--- config.mk ---
export PLATFORM = sky130hd
export DESIGN_NAME = param_shift_register_flat
export DESIGN_NICKNAME = d
export VERILOG_FILES = /design/src/rtl/param_shift_register_if.sv /design/src/rtl/param_shift_register.sv /design/src/flat_wrapper.sv
export SDC_FILE = /design/constraint.sdc
export NUM_CORES = 1
export LEC_CHECK = 0
export CORE_UTILIZATION = 40
export DETAILED_ROUTE_END_ITERATION = 10
export PLACE_DENSITY = 0.67
export SYNTH_ARGS = -nofsm -noshare
export SYNTH_HDL_FRONTEND = slang
export SYNTH_SLANG_ARGS = --single-unit
--- constraint.sdc ---
create_clock -name clk -period 3.3 [get_ports clk]
set_input_delay 0.825 -clock clk [delete_from_list [all_inputs] [get_ports clk]]
set_output_delay 0.825 -clock clk [all_outputs]
set_load 0.1 [all_outputs]
--- src/rtl/param_shift_register_if.sv ---
// Bundles the control, data and status signals of param_shift_register.
// The master drives requests and load data; the slave returns register state and status.
interface param_shift_register_if #(
    parameter int WIDTH = 8,
    parameter int CW    = $clog2(WIDTH) + 1
);
    logic             ld;
    logic [WIDTH-1:0] d_in;
    logic             start;
    logic [2:0]       op;
    logic [CW-1:0]    amt;
    logic             sin;
    logic [WIDTH-1:0] out;
    logic             ser_out;
    logic             busy;
    logic             done;

    modport master (
        output ld, d_in, start, op, amt, sin,
        input  out, ser_out, busy, done
    );

    modport slave (
        input  ld, d_in, start, op, amt, sin,
        output out, ser_out, busy, done
    );
endinterface

--- src/rtl/param_shift_register.sv ---
// Multi-cycle shift/rotate register: a start request latches an op and a step count,
// and the register then performs one single-bit step per clock until the count runs out.
module param_shift_register #(
    parameter int WIDTH = 8,
    parameter int CW    = $clog2(WIDTH) + 1
) (
    input  logic                  clk,
    input  logic                  reset,
    param_shift_register_if.slave bus
);

    typedef enum logic [1:0] {
        ST_IDLE  = 2'd0,
        ST_SHIFT = 2'd1,
        ST_DONE  = 2'd2
    } state_t;

    localparam logic [CW-1:0] CNT_ONE  = {{(CW-1){1'b0}}, 1'b1};
    localparam logic [CW-1:0] CNT_ZERO = {CW{1'b0}};

    state_t           state_q;
    logic [WIDTH-1:0] out_q;
    logic             ser_q;
    logic [2:0]       op_q;
    logic [CW-1:0]    cnt_q;
    logic [WIDTH:0]   step_d;

    // One single-bit step; result is {bit expelled or wrapped, new register value}.
    // The reserved op reproduces the current value and serial bit unchanged.
    function automatic logic [WIDTH:0] step_f(
        input logic [2:0]       op_v,
        input logic [WIDTH-1:0] v,
        input logic             s,
        input logic             ser_v
    );
        logic [WIDTH:0] r;
        case (op_v)
            3'b000:  r = {v[WIDTH-1], v[WIDTH-2:0], 1'b0};
            3'b001:  r = {v[0], 1'b0, v[WIDTH-1:1]};
            3'b010:  r = {v[0], v[WIDTH-1], v[WIDTH-1:1]};
            3'b011:  r = {v[WIDTH-1], v[WIDTH-2:0], v[WIDTH-1]};
            3'b100:  r = {v[0], v[0], v[WIDTH-1:1]};
            3'b101:  r = {v[WIDTH-1], v[WIDTH-2:0], s};
            3'b110:  r = {v[0], s, v[WIDTH-1:1]};
            default: r = {ser_v, v};
        endcase
        return r;
    endfunction

    // Next register value and serial bit for a step of the latched op.
    always_comb begin
        step_d = step_f(op_q, out_q, bus.sin, ser_q);
    end

    // Control FSM together with the data, serial-bit and step-counter registers.
    always_ff @(posedge clk or negedge reset) begin
        if (!reset) begin
            state_q <= ST_IDLE;
            out_q   <= {WIDTH{1'b0}};
            ser_q   <= 1'b0;
            op_q    <= 3'b000;
            cnt_q   <= CNT_ZERO;
        end else begin
            case (state_q)
                ST_IDLE: begin
                    // A load in the same cycle as a start wins and the start is dropped.
                    if (bus.ld) begin
                        out_q <= bus.d_in;
                    end else if (bus.start) begin
                        op_q    <= bus.op;
                        cnt_q   <= bus.amt;
                        state_q <= (bus.amt == CNT_ZERO) ? ST_DONE : ST_SHIFT;
                    end else begin
                        state_q <= ST_IDLE;
                    end
                end
                ST_SHIFT: begin
                    {ser_q, out_q} <= step_d;
                    cnt_q          <= cnt_q - CNT_ONE;
                    if (cnt_q == CNT_ONE) begin
                        state_q <= ST_DONE;
                    end else begin
                        state_q <= ST_SHIFT;
                    end
                end
                ST_DONE: begin
                    state_q <= ST_IDLE;
                end
                default: begin
                    state_q <= ST_IDLE;
                end
            endcase
        end
    end

    assign bus.out     = out_q;
    assign bus.ser_out = ser_q;
    assign bus.busy    = (state_q != ST_IDLE);
    assign bus.done    = (state_q == ST_DONE);

endmodule

--- src/flat_wrapper.sv ---
// flat-port wrapper written by rule: the top's interface ports become plain ports
module param_shift_register_flat 
#(
    parameter int WIDTH = 8,
    parameter int CW    = $clog2(WIDTH) + 1
)
  (clk, reset, bus_ld, bus_d_in, bus_start, bus_op, bus_amt, bus_sin, bus_out, bus_ser_out, bus_busy, bus_done);
  param_shift_register_if #(.WIDTH(WIDTH), .CW(CW)) bus_i ();
  input  logic clk;
  input  logic reset;
  input wire logic [$bits(bus_i.ld)-1:0] bus_ld;
  input wire logic [$bits(bus_i.d_in)-1:0] bus_d_in;
  input wire logic [$bits(bus_i.start)-1:0] bus_start;
  input wire logic [$bits(bus_i.op)-1:0] bus_op;
  input wire logic [$bits(bus_i.amt)-1:0] bus_amt;
  input wire logic [$bits(bus_i.sin)-1:0] bus_sin;
  output wire logic [$bits(bus_i.out)-1:0] bus_out;
  output wire logic [$bits(bus_i.ser_out)-1:0] bus_ser_out;
  output wire logic [$bits(bus_i.busy)-1:0] bus_busy;
  output wire logic [$bits(bus_i.done)-1:0] bus_done;
  assign bus_i.ld = bus_ld;
  assign bus_i.d_in = bus_d_in;
  assign bus_i.start = bus_start;
  assign bus_i.op = bus_op;
  assign bus_i.amt = bus_amt;
  assign bus_i.sin = bus_sin;
  assign bus_out = bus_i.out;
  assign bus_ser_out = bus_i.ser_out;
  assign bus_busy = bus_i.busy;
  assign bus_done = bus_i.done;
  param_shift_register #(.WIDTH(WIDTH), .CW(CW)) u_core (.clk(clk), .reset(reset), .bus(bus_i));
endmodule
-- Word level (Yosys, flattened, before mapping)
Index checks and enable logic that the tools add are counted.
- bits in read-only memories: 0
- bits in registers: 18
- memories: 0
- bits in latches: 0
- input port bits: 20
- output and inout port bits: 11
- bits in writable memories: 0
- logic and storage cells: 45
- $mul: 0
- order comparisons: 0
- equality and inequality tests: 15
- multiplexer cells: 11
- shift operators: 0
- reduce and logical (&&, ||, !) cells: 11
- divide/modulo/power cells: 0
- add/subtract/negate cells: 1
- bitwise gates (word level): 1
- operators by type and width (kind ; number):
    9-bit case mux with 7 select lines ; 1
    8-bit case mux with 2 select lines ; 1
    3-bit == test, second input constant ; 3
    3-bit AND reduction ; 3
    2-bit 2-to-1 mux ; 4
    4-bit 2-to-1 mux ; 2
    8-bit 2-to-1 mux ; 1
    2-bit inequality test, second input constant ; 4
    8-bit inequality test, second input constant ; 1
    4-bit case mux with 2 select lines ; 1
    7-bit inequality test, second input constant ; 1
    7-bit nonzero test ; 1
    3-bit by 2-bit == test with 1-bit output, second input constant ; 2
    4-bit by 1-bit == test with 1-bit output, second input constant ; 1
    4-bit zero test ; 1
    2-bit case mux with 2 select lines ; 1
    4-bit AND reduction ; 1
    2-bit nonzero test ; 2
    4-bit by 1-bit subtractor with 4-bit output, second input constant ; 1
    3-bit by 1-bit == test with 1-bit output, second input constant ; 1
    3-bit zero test ; 1
    2-bit by 1-bit == test with 1-bit output, second input constant ; 1
    2-bit == test, second input constant ; 1
    2-bit zero test ; 1
    2 further kinds ; 2

-- Longest topological paths before layout
Gate-level depths: netlist (run 1).
- word-level depth: 5
- mapped depth: 6
- mapped depth without buffers: 5

-- Worst setup path before layout (run 1)
OpenSTA, ideal clock, no wires.
- path type: flip-flop to output port
- from: register u_core.state_q[0]
- to: output port bus_done
- cell stages (with the launch flop): 3
- data arrival time: 1.952 ns
- slack: 0.523 ns
- cell sequence: dfrtp_1 -> buf_2 -> nor2b_1
- cells in the longest elaborated chain, start to end: 1
- RTL lines (element ; RTL line ; text):
    from (decl) ; param_shift_register.sv:21 ; state_t state_q;
    from (signal assigned) ; param_shift_register.sv:72 ; state_q <= (bus.amt == CNT_ZERO) ? ST_DONE : ST_SHIFT;
    2-bit == test ; param_shift_register.sv:99 ; assign bus.done = (state_q == ST_DONE);
    to (decl) ; flat_wrapper.sv:20 ; output wire logic [$bits(bus_i.done)-1:0] bus_done;
Every way passes these cells.

-- Worst setup path after layout (run 1)
- from: register u_core.state_q[0]
- to: output port bus_busy
- cells in the longest elaborated chain, start to end: 1
- RTL lines (element ; RTL line ; text):
    2-bit nonzero test ; param_shift_register.sv:98 ; assign bus.busy = (state_q != ST_IDLE);
    to (decl) ; flat_wrapper.sv:19 ; output wire logic [$bits(bus_i.busy)-1:0] bus_busy;
Every way passes these cells.

==> results of run 1 <==
==> worst reg2reg max path: cells and delay by family (launching register included) <==
family	cells	cell delay, ns
flops	1	0.67
simple gates	2	0.74
compound gates	2	0.35
==> logic make-up after synthesis <==
group | count (synthesis) | synth area share [%]
XOR/XNOR | 2 | 2.98
flip-flops | 18 | 37.0
AND/OR/NAND/NOR | 46 | 19.8
buffers and inverters | 10 | 4.21
adder cells (fa/ha/maj) | 2 | 2.06
AO/OA/AOI/OAI | 31 | 23.7
multiplexers | 12 | 10.2
==> registers in the layout (all words and copies together) (netlist names) <==
name,flops
u_core.bus.ser_out,1
u_core.op_q,3
u_core.bus.out,8
u_core.cnt_q,4
u_core.state_q,2
==> synth_stat cells (2+ instances only) <==
| cell | instances |
|---|---|
| o21ai_1 | 2 |
| dfrtp_1 | 18 |
| a21oi_1 | 6 |
| buf_2 | 5 |
| mux2_2 | 3 |
| a2bb2oi_1 | 2 |
| nand3_1 | 7 |
| nand2b_1 | 3 |
| inv_1 | 3 |
| o211ai_2 | 6 |
| ha_1 | 2 |
| nor3_1 | 5 |
| mux2i_1 | 9 |
| nor2_1 | 6 |
| nand2_1 | 12 |
| nor2b_1 | 2 |
| o21ai_0 | 2 |
==> final cells by class <==
type	instances	area [sq um]	area share, %
clock buffers	4	36.3	2.38
inverters	3	11.3	0.738
multi-input cells	93	716	46.9
flip-flops and latches	18	450	29.5
well taps	31	38.8	2.54
repair buffers	30	273	17.9
==> stage by stage <==
stage               std cells  instance area, sq um  hold slack (ns)
finish                    179                  1530            0.516
CTS                       179                  1530            0.510
global route              179                  1530            0.575
floorplan                 121                  1220            0.466
global placement          175                  1490            0.487
detailed placement        175                  1490            0.494
==> routing by layer <==
metal,routed length [um],global-route usage (%)
met1,1210,23.8
met2,1320,28.6
met3,126,2.72
met4,38,9.06
met5,0,0
==> worst min-delay path by stage <==
stage | end | cells past startpoint
2_1_floorplan | u_core.cnt_q[3] | 1
3_3_place_gp | u_core.cnt_q[3] | 1
3_5_place_dp | u_core.cnt_q[3] | 1
4_1_cts | u_core.cnt_q[3] | 1
5_1_grt | u_core.cnt_q[3] | 1
6_report | u_core.cnt_q[3] | 1
==> impl_metrics.csv, run 1 <==
group,metric,value,unit
run_status,status,"finished, violations left",
run_status,violations,"design-rule violations",
placement,hpwl,2.03,mm
drt,viasPerCell,5.69,
final_layout,area_growth,25.3,%
yosys,synth_top_area_share,37.0,%
final_layout,mostFrequentLayoutCell,"clkdlybuf4s50_1",
critical_path,r2r_start,"u_core.state_q[0]",
yosys,synth-seq-cells,18,
floorplanning,die_x,57.2,um
yosys,synth_area_leaders,"dfrtp_1, mux2i_1, o211ai_2, nand2_1, nand3_1",
clocking,clkLatencyLatePin,0.29,ns
critical_path,crit_fanout,14,
critical_path,end_kind,"primary output",
floorplanning,io_pins,31,
sta,skew,0.00465,ns
final_layout,utilization,53.9,%
final_layout,final_cell_mix,"clkdlybuf4s50_1, dfrtp_1, nand2_1",
drt,wl_per_cell,15.1,um
clocking,ctsHoldBuffers,0,
yosys,synthCells,121,
drt,ant_nets,0,
drt,drc,2,
critical_path,setup.worst_path.end,"bus_busy",
critical_path,reg2reg_depth,4,
clocking,ctsResizeCount,0,
final_layout,nFillCells,250,
grt,antenna_found_initial,0,
sta,tightest_slew,0.819,ns
final_layout,post_route_cells_drive_above_1_share,21.6,%
sta,clock.fmax,0.424,GHz
placement,numPortBuffers,30,
floorplanning,start_util,43.0,%
floorplanning,die_y,57.2,um
clocking,clockBufferDepth,2,
yosys,avgSynthCellArea,10.1,sq um
clocking,cts_buffers,3,
critical_path,cp_slowest_cell,"dfrtp_1",
floorplanning,core,0.00283,sq mm
clocking,cts_root_buffer,"clkbuf_4",
grt,grt_max_degree,19,
drt,dr_total_vias,1018,
clocking,clkTransAtPathRegs,0.11,ns
yosys,synthArstFlopShare,100,%
critical_path,required,2.47,ns
sta,layout_min_cycle_time,2.36,ns
yosys,synth.distinct_cells,45,
hold_path,min_path_type,"flip-flop to flip-flop",
yosys,synth-edff-count,0,
flow_run,cap_violations,0,
placement,place_ws,1.01,ns
yosys,synthFlopType,"dfrtp_1",
sta,setup_tns,0,ns
sta,report.final.hold_viol_count,0,
critical_path,cp.depth,2,
clocking,htree_levels,1,
critical_path,reg2reg_to,"u_core.bus.out[7]",
yosys,yosysTopAreaCell,"dfrtp_1",
final_layout,insertedDiodeCount,0,
critical_path,max_stage_delay,0.67,ns
drt,postRouteWirelength,2.70,mm
clocking,postCtsSetupBuffers,0,
critical_path,crit_start,"u_core.state_q[0]",
yosys,syn_area,0.00122,sq mm
grt,grt_pass1_vias,979,
sta,drv_slew,0,
placement,place_congestion,0.776,
grt,grt_first_pass_wirelength,4.45,mm
sta,rsz0062_at_grt,"no",
grt,gr-total-overflow,0,
critical_path,critPathLaunchType,"flip-flop",
critical_path,path_buf_inv,1,
clocking,clock_sinks,18,
yosys,syn_nets,143,
clocking,cts_tree,"built",
final_layout,final_nets,171,
sta,setup_viol,0,
drt,drtPass1Iterations,8,
floorplanning,dieArea,0.00327,sq mm
critical_path,worstPathCellList,"or2_1 > buf_4",
yosys,yosysSeqAreaShare,37.0,%
yosys,yosysWarnings,0,
sta,min_period_over_period,71.5,%
floorplanning,rows,19,
critical_path,r2r_slack,1.43,ns
critical_path,crit_type,"flip-flop to primary output",
sta,relSlewSlack,45.2,%
sta,fin_ws,0.939,ns
drt,drt-initial-drc-count,44,
hold_path,hp-start,"u_core.cnt_q[3]",
critical_path,arrival,1.54,ns
grt,track_usage,17.9,%
critical_path,crit_family,"flip-flops",
Power of run 1 is left out: the tool's default activity adds up to more than one toggle a clock period on the data nets, which glitch-free logic cannot reach.
==> run 2, diff against run 1 <==
--- a/config.mk
+++ b/config.mk
@@ -7,7 +7,7 @@
 export LEC_CHECK = 0
 export CORE_UTILIZATION = 40
 export DETAILED_ROUTE_END_ITERATION = 10
-export PLACE_DENSITY = 0.67
+export PLACE_DENSITY = 0.7
 export SYNTH_ARGS = -nofsm -noshare
 export SYNTH_HDL_FRONTEND = slang
 export SYNTH_SLANG_ARGS = --single-unit
==> constraint.sdc (replaced) <==
create_clock -name clk -period 2 [get_ports clk]
set_input_delay 0.5 -clock clk [delete_from_list [all_inputs] [get_ports clk]]
set_output_delay 0.5 -clock clk [all_outputs]
set_load 0.1 [all_outputs]
==> run 2 against run 1 <==
  * The run still ends with design-rule violations left
  * Utilization grew 6.5 points
  * Count of clock-buffer cells in the layout is the same
  * Clock skew shrank 0.0011 ns
  * Die area is the same
  * Via count grew 2.8%
  * Final cell count grew 3.4%
==> impl_metrics.csv, run 2 (synthesis results as in run 1) <==
group,metric,value,unit
run_status,status,"finished, violations left",
run_status,violations,"design-rule violations",
placement,postPlaceCellArea,0.00167,sq mm
drt,wl_per_cell,15.5,um
floorplanning,dieArea,0.00327,sq mm
drt,postRouteWirelength,2.86,mm
grt,grt_pass1_vias,1078,
placement,numPortBuffers,30,
critical_path,reg2reg_to,"u_core.bus.out[0]",
critical_path,r2r_start,"u_core.op_q[0]",
critical_path,crit_start,"u_core.state_q[0]",
clocking,cts_root_buffer,"clkbuf_4",
drt,dr_total_vias,1046,
sta,relSlewSlack,60.4,%
critical_path,required,1.50,ns
floorplanning,core,0.00283,sq mm
grt,grt_max_degree,19,
sta,drv_slew,0,
floorplanning,die_x,57.2,um
clocking,htree_levels,1,
drt,viasPerCell,5.65,
clocking,clkTransAtPathRegs,0.11,ns
clocking,clkLatencyLatePin,0.30,ns
final_layout,insertedDiodeCount,0,
flow_run,cap_violations,0,
sta,setup_tns,0,ns
sta,report.final.hold_viol_count,0,
floorplanning,rows,19,
grt,gr-total-overflow,0,
drt,ant_nets,0,
critical_path,arrival,1.36,ns
grt,antenna_found_initial,0,
floorplanning,start_util,43.0,%
final_layout,final_cell_mix,"clkdlybuf4s50_1, dfrtp_1, nand2_1",
final_layout,area_growth,40.5,%
sta,skew,0.00358,ns
critical_path,setup.worst_path.end,"bus_busy",
final_layout,post_route_cells_drive_above_1_share,25.3,%
critical_path,r2r_slack,0.35,ns
clocking,clock_sinks,18,
sta,rsz0062_at_grt,"no",
placement,place_congestion,0.805,
sta,holdWs,0.513,ns
final_layout,mostFrequentLayoutCell,"clkdlybuf4s50_1",
sta,min_period_over_period,93.0,%
critical_path,crit_type,"flip-flop to primary output",
clocking,clockBufferDepth,2,
critical_path,critPathLaunchType,"flip-flop",
clocking,cts_tree,"built",
placement,hpwl,2.19,mm
sta,tightest_slew,0.594,ns
drt,drc,4,
final_layout,design_area,0.00171,sq mm
clocking,postCtsSetupBuffers,0,
clocking,cts_buffers,3,
grt,grt_first_pass_wirelength,4.90,mm
hold_path,min_path_type,"input port to async pin",
critical_path,end_kind,"primary output",
critical_path,crit_fanout,8,
sta,setup_viol,0,
critical_path,reg2reg_depth,3,
sta,layout_min_cycle_time,1.86,ns
final_layout,largest_register_ff_count,8,
sta,clock.fmax,0.537,GHz
drt,drtPass1Iterations,7,
clocking,ctsHoldBuffers,0,
drt,drt-initial-drc-count,29,
floorplanning,io_pins,31,
final_layout,final_nets,177,
grt,track_usage,19.5,%
clocking,ctsResizeCount,0,
floorplanning,die_y,57.2,um
final_layout,nFillCells,233,
[run 2: cell count changes in the layout (fill, tap and decap cells not counted)]
cell	previous run	this run
buf_12	0	11
buf_4	11	6
nor2b_1	2	1
nor2b_2	0	1
[run 2: layer usage]
metal | wire length (um) | track usage [%] | up-vias
met3 | 85 | 2.49 | 8
met5 | 0 | 0 | -
met1 | 1290 | 24.5 | 507
met2 | 1410 | 32.4 | 23
li1 | - | - | 508
met4 | 75 | 10.8 | 0
[run 2: final cells by class]
cell class	count	area, sq um	share of cell area (%)
Sequential cell	18	450	26.3
Multi-Input combinational cell	93	718	42.0
Tap cell	31	38.8	2.27
Timing Repair Buffer	36	455	26.6
Inverter	3	11.3	0.658
Clock buffer	4	36.3	2.12
[run 2: worst max-delay path: stages, from the launching register on]
cell and delay (ns):
dfrtp_1 0.51, or2_1 0.35, buf_12 0.20
[run 2: how the worst min path moves through the flow]
stage                          from                 to  slack, ns  cells after the start
detailed placement  u_core.cnt_q[1]    u_core.cnt_q[1]       0.51                      1
floorplan                     reset  u_core.bus.out[0]       0.20                      0
CTS                           reset  u_core.bus.out[1]       0.50                      2
global placement    u_core.cnt_q[3]    u_core.cnt_q[3]       0.49                      1
global route                  reset  u_core.bus.out[2]       0.52                      2
finish                        reset  u_core.bus.out[1]       0.51                      2
[run 2: through the flow]
step,util [%],setup WS (ns),instances
after floorplan,-,0.0789,121
after global placement,59.2,0.105,181
after detailed placement,59.2,0.0824,181
after CTS,60.5,0.123,185
after global routing,60.5,0.0701,185
final,60.5,0.139,185
Power of run 2 is left out for the same reason.
==> run 3, diff against run 2 <==
--- a/config.mk
+++ b/config.mk
@@ -5,8 +5,10 @@
 export SDC_FILE = /design/constraint.sdc
 export NUM_CORES = 1
 export LEC_CHECK = 0
+export ABC_AREA = 0
 export CORE_UTILIZATION = 40
 export DETAILED_ROUTE_END_ITERATION = 10
+export MAX_ROUTING_LAYER = met4
 export PLACE_DENSITY = 0.7
 export SYNTH_ARGS = -nofsm -noshare
 export SYNTH_HDL_FRONTEND = slang
==> results of run 3 <==
No change in the layout: final DEF, timing and power equal those of run 2.
Among the figures that moved: final weighted congestion in routability-driven placement 0.805 -> 0.816; overall routing resource usage 19.5% -> 20.1%
Power of run 3 is left out for the same reason.
